`src/rtl/seg7_pkg.sv`:
```
// Shared types and constants for the multiplexed 7-segment display driver.
// Segment vectors are ordered {g,f,e,d,c,b,a}; a logical 1 lights a segment.
package seg7_pkg;

  typedef enum logic {
    S_BLANK = 1'b0,
    S_SHOW  = 1'b1
  } state_t;

  localparam int SEG_A = 0;
  localparam int SEG_B = 1;
  localparam int SEG_C = 2;
  localparam int SEG_D = 3;
  localparam int SEG_E = 4;
  localparam int SEG_F = 5;
  localparam int SEG_G = 6;

  localparam logic [6:0] GLYPH_0    = 7'b0111111;
  localparam logic [6:0] GLYPH_1    = 7'b0000110;
  localparam logic [6:0] GLYPH_2    = 7'b1011011;
  localparam logic [6:0] GLYPH_3    = 7'b1001111;
  localparam logic [6:0] GLYPH_4    = 7'b1100110;
  localparam logic [6:0] GLYPH_5    = 7'b1101101;
  localparam logic [6:0] GLYPH_6    = 7'b1111101;
  localparam logic [6:0] GLYPH_7    = 7'b0000111;
  localparam logic [6:0] GLYPH_8    = 7'b1111111;
  localparam logic [6:0] GLYPH_9    = 7'b1101111;
  localparam logic [6:0] GLYPH_A    = 7'b1110111;
  localparam logic [6:0] GLYPH_B    = 7'b1111100;
  localparam logic [6:0] GLYPH_C    = 7'b0111001;
  localparam logic [6:0] GLYPH_D    = 7'b1011110;
  localparam logic [6:0] GLYPH_E    = 7'b1111001;
  localparam logic [6:0] GLYPH_F    = 7'b1110001;
  localparam logic [6:0] GLYPH_DASH = 7'b1000000;

endpackage

```
`src/rtl/seg7_glyph_decode.sv`:
```
// Combinational nibble-to-glyph decoder; in BCD mode the non-decimal codes
// A..F render as a single dash on segment g.
module seg7_glyph_decode
  import seg7_pkg::*;
(
  input  logic [3:0] i_nibble,
  input  logic       i_hex_mode,
  output logic [6:0] o_seg
);

  always_comb begin
    o_seg = GLYPH_DASH;
    case (i_nibble)
      4'h0: o_seg = GLYPH_0;
      4'h1: o_seg = GLYPH_1;
      4'h2: o_seg = GLYPH_2;
      4'h3: o_seg = GLYPH_3;
      4'h4: o_seg = GLYPH_4;
      4'h5: o_seg = GLYPH_5;
      4'h6: o_seg = GLYPH_6;
      4'h7: o_seg = GLYPH_7;
      4'h8: o_seg = GLYPH_8;
      4'h9: o_seg = GLYPH_9;
      4'hA: o_seg = i_hex_mode ? GLYPH_A : GLYPH_DASH;
      4'hB: o_seg = i_hex_mode ? GLYPH_B : GLYPH_DASH;
      4'hC: o_seg = i_hex_mode ? GLYPH_C : GLYPH_DASH;
      4'hD: o_seg = i_hex_mode ? GLYPH_D : GLYPH_DASH;
      4'hE: o_seg = i_hex_mode ? GLYPH_E : GLYPH_DASH;
      4'hF: o_seg = i_hex_mode ? GLYPH_F : GLYPH_DASH;
      default: o_seg = GLYPH_DASH;
    endcase
  end

endmodule

```
`src/rtl/seg7_scan_mux.sv`:
```
// N-digit time-multiplexed 7-segment driver with a blanking gap before each
// digit, frame-aligned double buffering and optional leading-zero suppression.
module seg7_scan_mux
  import seg7_pkg::*;
#(
  parameter int NDIGITS          = 4,
  parameter int PRESCALE_BITS    = 12,
  parameter int BLANK_CYCLES     = 16,
  parameter bit SEG_ACTIVE_LOW   = 1'b0,
  parameter bit DIGIT_ACTIVE_LOW = 1'b0
) (
  input  logic                   i_clk,
  input  logic                   i_reset,
  input  logic [4*NDIGITS-1:0]   i_vals,
  input  logic [NDIGITS-1:0]     i_dps,
  input  logic                   i_load,
  input  logic                   i_hex_mode,
  input  logic                   i_lz_blank,
  output logic [6:0]             o_seg,
  output logic                   o_dp,
  output logic [NDIGITS-1:0]     o_digit_en,
  output logic                   o_frame
);

  localparam int IDX_W = (NDIGITS > 1) ? $clog2(NDIGITS) : 1;
  localparam logic [PRESCALE_BITS-1:0] BLANK_LAST = PRESCALE_BITS'(BLANK_CYCLES - 1);
  localparam logic [PRESCALE_BITS-1:0] SHOW_LAST  = '1;
  localparam logic [IDX_W-1:0]         IDX_LAST   = IDX_W'(NDIGITS - 1);

  state_t                   r_state, w_nstate;
  logic [IDX_W-1:0]         r_idx, w_nidx;
  logic [PRESCALE_BITS-1:0] r_cnt, w_ncnt;
  logic                     r_started;

  logic [4*NDIGITS-1:0]     r_pend_vals, r_act_vals;
  logic [NDIGITS-1:0]       r_pend_dps, r_act_dps;

  logic [6:0]               r_seg;
  logic                     r_dp;
  logic [NDIGITS-1:0]       r_digit_en;
  logic                     r_frame;

  logic                     w_boundary;
  logic [3:0]               w_nibble;
  logic                     w_dp_bit;
  logic                     w_suppress;
  logic [NDIGITS-1:0]       w_onehot;
  logic [NDIGITS-1:0]       w_lz_mask;
  logic                     w_upper_zero;
  logic [6:0]               w_glyph;

  always_ff @(posedge i_clk) begin
    if (i_reset) begin
      r_state   <= S_BLANK;
      r_idx     <= '0;
      r_cnt     <= '0;
      r_started <= 1'b0;
    end else begin
      r_state   <= w_nstate;
      r_idx     <= w_nidx;
      r_cnt     <= w_ncnt;
      r_started <= 1'b1;
    end
  end

  // The first edge out of reset holds position so that cycle 0 is the
  // digit-0 blank start and carries the frame pulse.
  always_comb begin
    w_nstate = r_state;
    w_nidx   = r_idx;
    w_ncnt   = r_cnt;
    if (r_started) begin
      if (r_state == S_BLANK) begin
        if (r_cnt == BLANK_LAST) begin
          w_nstate = S_SHOW;
          w_ncnt   = '0;
        end else begin
          w_ncnt = r_cnt + 1'b1;
        end
      end else begin
        if (r_cnt == SHOW_LAST) begin
          w_nstate = S_BLANK;
          w_ncnt   = '0;
          w_nidx   = (r_idx == IDX_LAST) ? '0 : r_idx + 1'b1;
        end else begin
          w_ncnt = r_cnt + 1'b1;
        end
      end
    end
  end

  assign w_boundary = (w_nstate == S_BLANK) && (w_nidx == '0) && (w_ncnt == '0);

  always_ff @(posedge i_clk) begin
    if (i_reset) begin
      r_pend_vals <= '0;
      r_pend_dps  <= '0;
      r_act_vals  <= '0;
      r_act_dps   <= '0;
    end else begin
      if (i_load) begin
        r_pend_vals <= i_vals;
        r_pend_dps  <= i_dps;
      end
      if (w_boundary) begin
        r_act_vals <= i_load ? i_vals : r_pend_vals;
        r_act_dps  <= i_load ? i_dps  : r_pend_dps;
      end
    end
  end

  // Bit k set when digit k and every digit above it has zero nibble and no dp.
  always_comb begin
    w_lz_mask    = '0;
    w_upper_zero = 1'b1;
    for (int k = NDIGITS - 1; k >= 1; k--) begin
      w_upper_zero = w_upper_zero && (r_act_vals[4*k +: 4] == 4'd0) && !r_act_dps[k];
      w_lz_mask[k] = w_upper_zero;
    end
  end

  always_comb begin
    w_nibble   = '0;
    w_dp_bit   = 1'b0;
    w_suppress = 1'b0;
    w_onehot   = '0;
    for (int k = 0; k < NDIGITS; k++) begin
      if (w_nidx == IDX_W'(k)) begin
        w_nibble    = r_act_vals[4*k +: 4];
        w_dp_bit    = r_act_dps[k];
        w_suppress  = i_lz_blank && w_lz_mask[k];
        w_onehot[k] = 1'b1;
      end
    end
  end

  seg7_glyph_decode u_decode (
    .i_nibble   (w_nibble),
    .i_hex_mode (i_hex_mode),
    .o_seg      (w_glyph)
  );

  // Output registers are fed from next-state so they move with state/index.
  always_ff @(posedge i_clk) begin
    if (i_reset) begin
      r_seg      <= '0;
      r_dp       <= 1'b0;
      r_digit_en <= '0;
      r_frame    <= 1'b0;
    end else begin
      r_frame <= w_boundary;
      if (w_nstate == S_SHOW) begin
        r_digit_en <= w_onehot;
        r_seg      <= w_suppress ? '0 : w_glyph;
        r_dp       <= w_suppress ? 1'b0 : w_dp_bit;
      end else begin
        r_digit_en <= '0;
        r_seg      <= '0;
        r_dp       <= 1'b0;
      end
    end
  end

  assign o_seg      = r_seg ^ {7{SEG_ACTIVE_LOW}};
  assign o_dp       = r_dp ^ SEG_ACTIVE_LOW;
  assign o_digit_en = r_digit_en ^ {NDIGITS{DIGIT_ACTIVE_LOW}};
  assign o_frame    = r_frame;

endmodule

```
`config.mk`:
```
export PLATFORM = sky130hd
export DESIGN_NAME = seg7_scan_mux
export DESIGN_NICKNAME = d
export VERILOG_FILES = /design/src/rtl/seg7_pkg.sv /design/src/rtl/seg7_glyph_decode.sv /design/src/rtl/seg7_scan_mux.sv
export SDC_FILE = /design/constraint.sdc
export NUM_CORES = 1
export LEC_CHECK = 0
export CAP_MARGIN = 20
export CORE_AREA = 2 2 84 86
export CTS_BUF_LIST = sky130_fd_sc_hd__clkbuf_8
export DETAILED_ROUTE_END_ITERATION = 10
export DIE_AREA = 0 0 86 88
export PLACE_DENSITY = 0.77
export SLEW_MARGIN = 0
export SYNTH_ARGS = -nofsm -noshare
export SYNTH_HDL_FRONTEND = slang
export SYNTH_HIERARCHICAL = 1
export SYNTH_SLANG_ARGS = --single-unit
```
`constraint.sdc`:
```
create_clock -name i_clk -period 3.15 [get_ports i_clk]
set_clock_uncertainty 0.05 [all_clocks]
set_input_delay 0.63 -clock i_clk [delete_from_list [all_inputs] [get_ports i_clk]]
set_output_delay 0.63 -clock i_clk [all_outputs]
set_load 0.05 [all_outputs]
```
# Word level (Yosys, flattened, before mapping)
# Index checks and enable logic that the tools add are counted.
# totals
out_inout_bits,13
register_bits,69
# op_classes
n_reduce_logical,21
add_sub_neg,2
n_mux,37
n_bitwise,1
eq_ne,21
# ops
cell,count
7-bit one-hot mux with 16 select lines,1
12-bit 2-to-1 mux,4
4-bit == test (second input constant),8
6-bit 2-to-1 mux,4
4-bit 2-to-1 mux,5
4-bit by 3-bit == test with 1-bit output (second input constant),4
4-bit logical NOT,4
1-bit 2-to-1 mux,16
16-bit 2-to-1 mux,1
12-bit by 1-bit adder with 12-bit output (second input constant),1
12-bit == test (second input constant),1
12-bit by 4-bit == test with 1-bit output (second input constant),1
12-bit logical NOT,1
1-bit logical AND,10
4-bit by 2-bit == test with 1-bit output (second input constant),2
2-bit 2-to-1 mux,4
7-bit 2-to-1 mux,1
2-bit == test (second input constant),3
5-bit 2-to-1 mux,1
4-bit by 1-bit == test with 1-bit output (second input constant),1
1-bit logical NOT,3
3-bit OR reduction,1
2-bit by 1-bit adder with 2-bit output (second input constant),1
2-bit by 1-bit == test with 1-bit output (second input constant),1
3 further kinds,3

# Longest topological paths before layout
# depth
ltp_word,12
mapped_depth,14
mapped_depth_nobuf,11

# Modules after synthesis
# Netlist, hierarchy kept.
# modules_own_cells
module,n_inst,area_per_inst_um2,cells_each,seq_area_each_um2
seg7_scan_mux,1,3171.8,303,1381.3
seg7_glyph_decode,1,282.8,43,0.0

# Worst setup path before layout
# Ideal clock, no wire load.
# synth_timing
path_kind,reg2reg
start,reg r_cnt[0]
end,reg r_seg[0] (netlist: o_seg[0])
setup_slack_ps,-8
required_time_ps,2985
setup_ps,115
t_arrival_ps,2993
period_less_slack_ps,3158
stages_incl_launch_ff,14
path_cell_list,dfxtp_1 -> ha_1 -> nand4_2 -> nor4_1 -> mux2_2 -> buf_2 -> and2_1 -> a211oi_1 -> a21oi_1 -> buf_6 -> a21bo_1 -> a221oi_2 -> o21ai_1 -> and2_1
# synth_via
elab_chain_len,11
word_cells_on_any_way,39
cone_classes,eq/ne (20); mux (15); bitwise (1); reduce/logical (3)
# synth_rtl
item,line_no,text
start: declaration,seg7_scan_mux.sv:32,"logic [PRESCALE_BITS-1:0] r_cnt, w_ncnt;"
start signal: assignment,seg7_scan_mux.sv:61,r_cnt <= w_ncnt;
12-bit == test *,seg7_scan_mux.sv:81,if (r_cnt == SHOW_LAST) begin
2-bit 2-to-1 mux *,seg7_scan_mux.sv:81,
2-bit 2-to-1 mux *,seg7_scan_mux.sv:73,if (r_state == S_BLANK) begin
2-bit 2-to-1 mux *,seg7_scan_mux.sv:72,if (r_started) begin
2-bit logical NOT,seg7_scan_mux.sv:128,if (w_nidx == IDX_W'(k)) begin
4-bit 2-to-1 mux (3 in series),seg7_scan_mux.sv:128,
4-bit 2-to-1 mux *,seg7_scan_mux.sv:128,
via w_nibble[2],seg7_scan_mux.sv:44,logic [3:0] w_nibble;
4-bit == test (tied with other cells),seg7_glyph_decode.sv:13,case (i_nibble)
7-bit one-hot mux with 16 select lines *,seg7_glyph_decode.sv:13,
via w_glyph[0],seg7_scan_mux.sv:50,logic [6:0] w_glyph;
end signal: assignment,seg7_scan_mux.sv:154,r_seg <= w_suppress ? '0 : w_glyph;
end: declaration,seg7_scan_mux.sv:38,logic [6:0] r_seg;
# Mark *: on every way through the listed nets, which the timed path passes. The rest lies on a longest branch.
# A chain may end at the register's enable or synchronous reset.

# Worst setup path in the final report
# layout_timing
start,reg r_cnt[10]
end,reg r_seg[6] (netlist: o_seg[6])
# Same word-level chain as after synthesis.

==> impl_results.md <==
- Antenna violations before repair: 0
- Combined area of the multi-input logic cells: 1910 sq um
- Worst hold slack across all endpoints: 468 ps
- Number of violations of the max-capacitance limit: 0
- Primary FF master, synth: dfxtp_1
- Worst-path fanout max: 14
- Post-route ant nets: 0
- Timing-limited maximum frequency: 0.337 GHz
- Count of filler cells inserted in the layout: 555
- FP Rows: 30
- Input/output buffers: 37
- Maximum number of buffers from clock root to sink: 2
- Worst Path Class, Setup: reg -> reg
- Synthesized instance count: 346
- Tightest Hold Check Type: reg -> reg
- Max stage delay cell, worst path: or4_2
- Global router's overall resource usage: 18.6%
- Die Y: 88 um
- Asr flop ratio synth: 0%
- Worst-case reg-to-reg path depth: 10
- Yosys top cell by area: dfxtp_1
- Nets in the synthesized netlist: 373
- Via-per-instance ratio: 5.39
- Synthesis Warnings: 6
- Setup TNS: 0 ps
- Die area: 7570 sq um
- Unrepaired setup endpoints after global routing: false
- Count of pins over their slew limit: 0
- Endpoint type of the worst setup path: flop
- Number of placed I/O pins: 38
- Number of hold violations in the final report: 0
- Critical path's most frequent cell: a21oi_1
- Max IR drop VDD: 0.285 mV
- Startpoint of the lowest-slack hold path: r_cnt[1]$_SDFF_PP0_
- Floorplan core area: 6640 sq um
- Avg Cell Area, Syn: 9.98 sq um
- Post-route DRC violation count: 0
- Most frequent cells after synthesis: dfxtp_1 (69), nor2_1 (42), mux2i_1 (28), mux2_4 (19), nor2b_1 (17)
- Cell Area, Synth: 3450 sq um
- Post-CTS Setup Inserts: 0
- Starting density of the core: 52.0%
- Setup violators final: 0
- Clock latency reported for the late side of the worst-skew pair: 350 ps
- CP Launch Point: r_cnt[10]$_SDFF_PP0_
- Number of storage elements in the synthesis netlist: 69
- Combined flip-flop and latch cell area: 1380 sq um
- Clock root buffer: clkbuf_8
- Leakage Power: 0.00170 uW
- Net count, final: 422
- Vias: 2,585
- Cells along the critical path: nand4_2, or4_2, o21a_4, a211oi_1, a21oi_1, buf_4, or2_2, a21oi_1, a31oi_1, and2_1
- Last weighted congestion value of the routability-driven placer: 0.943
- Clock buffer count from CTS: 9
- Number of distinct standard cells referenced by the synthesized netlist: 68
- Vias in the first global route: 2,367
- Largest net degree at the start of global routing: 48
- Post-DR wirelength/cell: 13.8 um
- DP Wirelength: 4.56 mm
- Register area share after synthesis: 40.0%
- Required time reported for the critical path endpoint: 3340 ps
- Slew at the pin closest to its max-slew limit: 517 ps
- Post-synth EDFFs: 0
- Worst slew margin: 65.4%
- Result of the run: finished clean
- Number of buffer and inverter stages on the critical path: 1
- Die Width: 86 um
- R2R Path Start: r_cnt[10]$_SDFF_PP0_
- Clock tree from TritonCTS: built
- Grt ovf: 0
- Sinks on Clock Net: 69
- Cell types occupying the most area after synthesis: dfxtp_1 (40%), mux2_4 (8.3%), mux2i_1 (8.1%), nor2_1 (4.6%), nor2b_1 (3.1%)
- Signed area change from the synthesized netlist to the final layout: 21.8%
- Clock transition at the registers of the reported paths: 80 ps
- Total Routed Length: 6.60 mm
- Count of cells along the worst hold path: 2
- Cell family with the largest share of critical-path delay: simple AND/OR/NAND/NOR gates
- Most common cell in the netlist: dfxtp_1
- Worst path depth: 10
- Final worst-path cycle share: 94.2%
- Number of DRC markers in iteration 0: 110
- Maximum level of the CTS H-tree: 3
- Portion of synthesized cell area occupied by the leading cell type: 40.0%
- Share of post-route cells with drive strength above 1: 21.0%
- CP Launch Type: flop
- First-pass GRT wire length: 11.2 mm
- Power density of the placed cells: 489 nW/um^2
- Arr. time, crit path: 3160 ps
- Tmin final: 2970 ps
- Number of antenna repair diodes: 0
- Largest incremental delay on the critical path: 760 ps
- DR pass1 iterations: 4
power breakdown:
| part | switching, uW | leakage (uW) | internal [uW] |
|---|---|---|---|
| Sequential | 20.8 | 0.000564 | 910 |
| Clock | 346 | 0.000120 | 530 |
| Combinational | 114 | 0.00102 | 138 |
| Total | 481 | 0.00170 | 1580 |
repair_timing:
action                                  CTS  global route
endpoints found under the setup margin    1            18
hold buffers                              0             0
resized for setup                         1             5
pin swaps                                 0             0
layout make-up:
cell class | count | area share, %
Inverter | 7 | 0.624
Multi-Input combinational cell | 248 | 45.4
Clock inverter | 7 | 2.85
Sequential cell | 69 | 32.9
Timing Repair Buffer | 60 | 12.9
Clock buffer | 9 | 2.94
Tap cell | 80 | 2.38
worst min-delay path, delay by kind of cell, from the launching register on:
kind | cells | cell delay, ps
AO/OA/AOI/OAI | 1 | 60
flip-flops | 1 | 350
AND/OR/NAND/NOR | 1 | 70
routing by layer:
metal	part of all wire [%]	GRT usage (%)	up-vias	wire [um]
met1	49	24.3	1203	3210
met5	0	0	-	0
li1	-	-	1310	-
met2	45	28.5	58	2990
met3	4.3	5.66	14	282
met4	1.9	7.79	0	123
cell families (layout without fill, tap and decap cells):
| logic type | after synthesis | count (layout) | synth area share (%) |
|---|---|---|---|
| and+or+nand+nor | 141 | 141 | 23.3 |
| DFF | 69 | 69 | 40.0 |
| muxes | 49 | 49 | 17.0 |
| AOI/OAI and AO/OA | 45 | 45 | 10.6 |
| buffers and inverters | 29 | 83 | 5.54 |
| xor gates and xnor gates | 11 | 11 | 2.79 |
| adders and majority gates | 2 | 2 | 0.724 |
per-stage QoR:
stage                     power (uW)  worst slack [ps]  utilization (%)  cell area [sq um]  instances
after floorplan                 1140              72.5                -               3460        346
after global placement          1200               164             59.3               3940        464
after detailed placement        1200              14.7             59.3               3940        464
after CTS                       2080              43.2             63.0               4190        480
after global routing            2150              16.0             63.3               4210        480
final                           2060               182             63.3               4210        480
worst paths after layout:
path / end / slack (ps)
hold / removal: r_cnt[1]$_SDFF_PP0_ / 470
setup / recovery: o_seg[6]$_SDFF_PP0_ / 180
hold reg to reg: r_cnt[1]$_SDFF_PP0_ / 470
setup reg to reg: o_seg[6]$_SDFF_PP0_ / 180
sequential cells by signal, summed over array words and instances (netlist names):
| name | flops |
|---|---|
| r_cnt | 12 |
| o_digit_en | 4 |
| o_seg | 7 |
| r_act_vals | 16 |
| r_act_dps | 4 |
| o_dp | 1 |
| r_started | 1 |
| r_pend_vals | 16 |
| r_pend_dps | 4 |
| r_state | 1 |
| o_frame | 1 |
| r_idx | 2 |
placed cells by master (no fill, tap or decap), types with 3 or more instances in the layout:
| cell | Yosys | final |
|---|---|---|
| bufinv_16 | 0 | 3 |
| nand2b_1 | 3 | 3 |
| a211oi_1 | 4 | 4 |
| buf_4 | 4 | 23 |
| nor4_1 | 4 | 3 |
| clkdlybuf4s50_1 | 0 | 37 |
| xnor2_1 | 8 | 8 |
| nand3_1 | 4 | 4 |
| nand4_1 | 4 | 4 |
| nor2_1 | 42 | 42 |
| o21ai_1 | 3 | 3 |
| a21oi_1 | 11 | 10 |
| inv_1 | 7 | 7 |
| and2b_1 | 4 | 4 |
| nor2b_1 | 17 | 17 |
| mux2_4 | 19 | 20 |
| nor3_1 | 6 | 6 |
| and2_1 | 16 | 16 |
| or4_1 | 3 | 3 |
| xor2_1 | 3 | 3 |
| mux2i_1 | 28 | 28 |
| o21ai_0 | 4 | 4 |
| nand2_1 | 15 | 15 |
| dfxtp_1 | 69 | 68 |
| clkbuf_8 | 1 | 9 |
(Power assumes the default switching activity.)
==> RTL edit 1 (config.mk and constraints unchanged) <==
The parameter `BLANK_CYCLES` goes from 16 to 8.
--- a/src/rtl/seg7_scan_mux.sv
+++ b/src/rtl/seg7_scan_mux.sv
@@ -5,7 +5,7 @@
 #(
   parameter int NDIGITS          = 4,
   parameter int PRESCALE_BITS    = 12,
-  parameter int BLANK_CYCLES     = 16,
+  parameter int BLANK_CYCLES     = 8,
   parameter bit SEG_ACTIVE_LOW   = 1'b0,
   parameter bit DIGIT_ACTIVE_LOW = 1'b0
 ) (
Check against the original RTL: not equivalent (Yosys sat finds a counterexample within 10 cycles, from zero or initial values and one cycle with i_reset high).
==> RTL edit 1 against the original RTL <==
- sequential cell count unchanged
- synthesized area down 2.4%
- routed wire length up 1.3%
- cell area down 0.48%
- cell count down 0.21%
- worst hold slack worse by 0.012 ns
- total power up 5.3%
- setup slack worse by 0.037 ns
- first-iteration DRC count up 14%
- die area unchanged
- sequential share of layout area up 0.16 points
- critical endpoint is now o_seg[3]
- largest cell class unchanged
==> RTL edit 1: results <==
group,metric,value,unit
routing,dr_wl_met2,3150,µm
routing,m1WireLength,3180,µm
yosys,synthTopCellsByArea,"dfxtp_1, mux2_4, mux2i_1",
cts,path_clk_slew,0.07,ns
yosys,yosysWarnings,6,
routing,drtPass1Iterations,4,
cts,cts-htree-levels,3,
routing,routed.top_layer,"met4",
placed_design,gp_congestion,0.848,
yosys,synth_cell_types,57,
min_path,hold_path.class,"flop to flop",
routing,route.met3.wl,189,µm
grt,grt.total_usage,19.4,%
placed_design,place_area,3870,µm²
placed_design,dp_hpwl,4680,µm
grt,gr-usage-met3,4.90,%
timing,worst_pin_slew,0.861,ns
layout,fin_cells,479,
critical_path,crit_arrival,3.20,ns
outcome,status,"completed",
yosys,syn-instance-count,348,
grt,grt_pass1_vias,2473,
grt,grt_first_pass_wirelength,11500,µm
routing,wl_per_cell,14.0,µm
placed_design,dp_slack,0.163,ns
grt,grt_max_degree,24,
layout,fin_nets,421,
yosys,syn_nets,375,
layout,fillers,553,
critical_path,critPathMaxStageDelay,0.37,ns
min_path,holdPathStages,2,
power_and_ir_drop,vdd_drop_max,0.344,mV
grt,grtUsageMet1,24.1,%
critical_path,crit_path_max_fanout,18,
yosys,ys_seq_area_share,40.9,%
critical_path,r2r_cells,13,
critical_path,slowest_stage,"dfxtp_2",
placed_design,io_buffers,37,
routing,vias_per_cell,5.29,
yosys,yosys-top-cells-count,"dfxtp_1, nor2_1, mux2i_1",
layout,drive_gt1_share,19.5,%
power_and_ir_drop,leakage,1.77,nW
routing,drt-initial-drc-count,125,
placed_design,dp_cells,459,
cts,insertion_delay,0.36,ns
grt,antenna_found_initial,0,
grt,globalRouteMet2Util,31.8,%
timing,worst_hold_slack,0.456,ns
## RTL edit 1: kinds of logic (layout without fill, tap and decap cells)
logic type                 count (synthesis)  count (layout)  synth area share, %
and+or+nand+nor                          133             133                 22.0
DFF                                       69              69                 40.9
AOI/OAI and AO/OA                         50              50                 10.5
muxes                                     49              49                 17.5
buffers and inverters                     34              85                 5.49
xor gates and xnor gates                  11              11                 2.86
adders and majority gates                  2               2                0.742
## RTL edit 1: layout make-up
type | instances | area (µm²) | share of cell area (%)
clock buffer | 9 | 124 | 2.96
sequential | 69 | 1380 | 33.0
timing repair buffer | 60 | 568 | 13.6
clock inverter | 7 | 146 | 3.50
multi-input combinational | 245 | 1830 | 43.8
inverter | 9 | 33.8 | 0.807
tap | 80 | 100 | 2.39
## RTL edit 1: timing repair
item                                    CTS  global route
hold endpoints to repair                  0             0
hold buffers                              0             0
endpoints found under the setup margin    0             3
resized for setup                         0             4
setup buffers                             0             4
## RTL edit 1: worst max-delay path: cells and delay by family (launching register included)
kind,cells,cell delay [ns]
buf+inv,2,0.38
fa+ha+maj,1,0.21
flops,1,0.37
mux,1,0.31
simple gates,5,1.00
compound gates,4,0.58
## RTL edit 1: where the power goes
| group | switching, mW | internal, mW | total, mW |
|---|---|---|---|
| combinational | 0.120 | 0.144 | 0.264 |
| clock | 0.359 | 0.611 | 0.970 |
| sequential | 0.0217 | 0.911 | 0.933 |
| total | 0.501 | 1.67 | 2.17 |
## RTL edit 1: path summary, 6_finish.rpt
path             from       end  slack [ns]
min reg2reg  r_cnt[1]  r_cnt[1]        0.46
max          r_cnt[1]  o_seg[3]        0.14
max reg2reg  r_cnt[1]  o_seg[3]        0.14
min          r_cnt[1]  r_cnt[1]        0.46
==> RTL edit 2 (same flow settings) <==
Without the edit above. Make the reset (`i_reset`) asynchronous in 3 clocked blocks.
--- a/src/rtl/seg7_scan_mux.sv
+++ b/src/rtl/seg7_scan_mux.sv
@@ -49,7 +49,7 @@
   logic                     w_upper_zero;
   logic [6:0]               w_glyph;
 
-  always_ff @(posedge i_clk) begin
+  always_ff @(posedge i_clk or posedge i_reset) begin
     if (i_reset) begin
       r_state   <= S_BLANK;
       r_idx     <= '0;
@@ -91,7 +91,7 @@
 
   assign w_boundary = (w_nstate == S_BLANK) && (w_nidx == '0) && (w_ncnt == '0);
 
-  always_ff @(posedge i_clk) begin
+  always_ff @(posedge i_clk or posedge i_reset) begin
     if (i_reset) begin
       r_pend_vals <= '0;
       r_pend_dps  <= '0;
@@ -141,7 +141,7 @@
   );
 
   // Output registers are fed from next-state so they move with state/index.
-  always_ff @(posedge i_clk) begin
+  always_ff @(posedge i_clk or posedge i_reset) begin
     if (i_reset) begin
       r_seg      <= '0;
       r_dp       <= 1'b0;
Check against the original RTL: differs if i_reset is asserted again (counterexample within 4 cycles, from zero or initial values and one cycle with i_reset high); with i_reset held inactive, the same outputs for 10 cycles.
==> RTL edit 2 against the original RTL <==
- routed wire length down 3.5%
- cell area shrank 2.1%
- via count down 8.7%
- count of clock-buffer cells in the layout is the same
- cell count down 12%
- setup slack worse by 0.024 ns
- synthesized area decreased by 2.6%
- sequential cell count unchanged
- critical path type unchanged
- critical endpoint is now o_seg[3]
- largest cell class is now sequential cells
Power is not compared: it rests on default switching activity, and its combinational part moved more than twofold at a synthesized area within 25%.
==> RTL edit 2: results <==
group,metric,value,unit
grt,grtUsageMet1,23.9,%
layout,nonClkBufAreaFrac,13.6,%
critical_path,r2r_end,"o_seg[3]",
yosys,synth_compound_area_share,10.0,%
yosys,synth_cell_types,56,
critical_path,critPathMaxStageDelay,0.39,ns
layout,drive_gt1_share,22.1,%
critical_path,r2r_start,"r_cnt[1]",
routing,m1WireLength,2960,µm
grt,globalRouteMet2Util,28.2,%
layout,multi_input_gates,189,
routing,dr_wl_met2,3000,µm
grt,grt_pass1_vias,2200,
critical_path,ff2ff_setup_slack,0.16,ns
yosys,synthMuxAreaShare,16.4,%
grt,gr-usage-met3,4.90,%
placed_design,gp_congestion,0.795,
layout,register_area,1730,µm²
routing,wl_per_cell,15.0,µm
min_path,min_from,"r_pend_dps[2]",
grt,grt_first_pass_wirelength,10400,µm
placed_design,dp_hpwl,4530,µm
critical_path,crit_path_max_fanout,15,
critical_path,slowest_stage,"dfrtp_1",
timing,relSlewSlack,58.5,%
critical_path,crit_arrival,3.17,ns
yosys,syn_nets,314,
min_path,holdPathStages,1,
yosys,synthArstFlopShare,100,%
yosys,synthFlopType,"dfrtp_1",
layout,inv_count,10,
power_and_ir_drop,vdd_drop_max,0.418,mV
grt,grt_max_degree,43,
yosys,synthXorXnorAreaFrac,2.60,%
grt,grt.total_usage,18.0,%
outcome,status,"completed",
cts,cts_resized,0,
routing,vias_per_cell,5.57,
layout,fillers,517,
layout,nFlopsAndLatches,69,
yosys,yosys-top-cells-count,"dfrtp_1, mux2_2, mux2_1",
layout,fin_nets,366,
==> RTL edit 2: changes by cell type in the layout (fill, tap and decap cells not counted), moves of 3 or more <==
| cell | delta |
|---|---|
| and2_1 | -7 |
| dfxtp_1 | -68 |
| dfrtp_1 | +69 |
| o22ai_1 | +3 |
| inv_1 | +3 |
| mux2_4 | -20 |
| mux2_2 | +21 |
| mux2i_1 | -20 |
| and2b_1 | -4 |
| nor2_1 | -31 |
| nand2_1 | -3 |
| mux2_1 | +20 |
| nor2b_1 | -11 |
==> RTL edit 2: stage by stage <==
step	worst slack (ns)	util [%]	hold WS [ns]	cells	TNS [ns]
6_report	0.158	62.0	0.450	424	0
5_1_grt	-0.0196	62.0	0.465	424	-0.0386
3_3_place_gp	0.184	58.3	0.421	404	0
3_5_place_dp	0.0546	58.3	0.438	404	0
4_1_cts	0.0304	61.2	0.454	420	0
2_1_floorplan	0.0898	-	0.408	287	0
==> RTL edit 2: power groups by stage <==
| stage | Combinational [mW] | Clock [mW] | Sequential (mW) |
|---|---|---|---|
| finish | 1.33 | 0.694 | 1.29 |
| global route | 1.45 | 0.755 | 1.32 |
| CTS | 1.32 | 0.711 | 1.29 |
| detailed placement | 1.32 | 0 | 1.31 |
| global placement | 1.27 | 0 | 1.30 |
| floorplan | 0.833 | 0 | 1.44 |
==> RTL edit 2: how the worst max path moves through the flow <==
stage                     depth (start not counted)  endpoint  slack (ns)     start
final                                            12  o_seg[3]        0.16  r_cnt[1]
after global routing                             12  o_seg[3]       -0.02  r_cnt[1]
after CTS                                        12  o_seg[3]        0.03  r_cnt[1]
after detailed placement                         12  o_seg[3]        0.05  r_cnt[1]
after global placement                           13  o_seg[2]        0.18  r_cnt[1]
after floorplan                                  11  o_seg[3]        0.09  r_cnt[0]
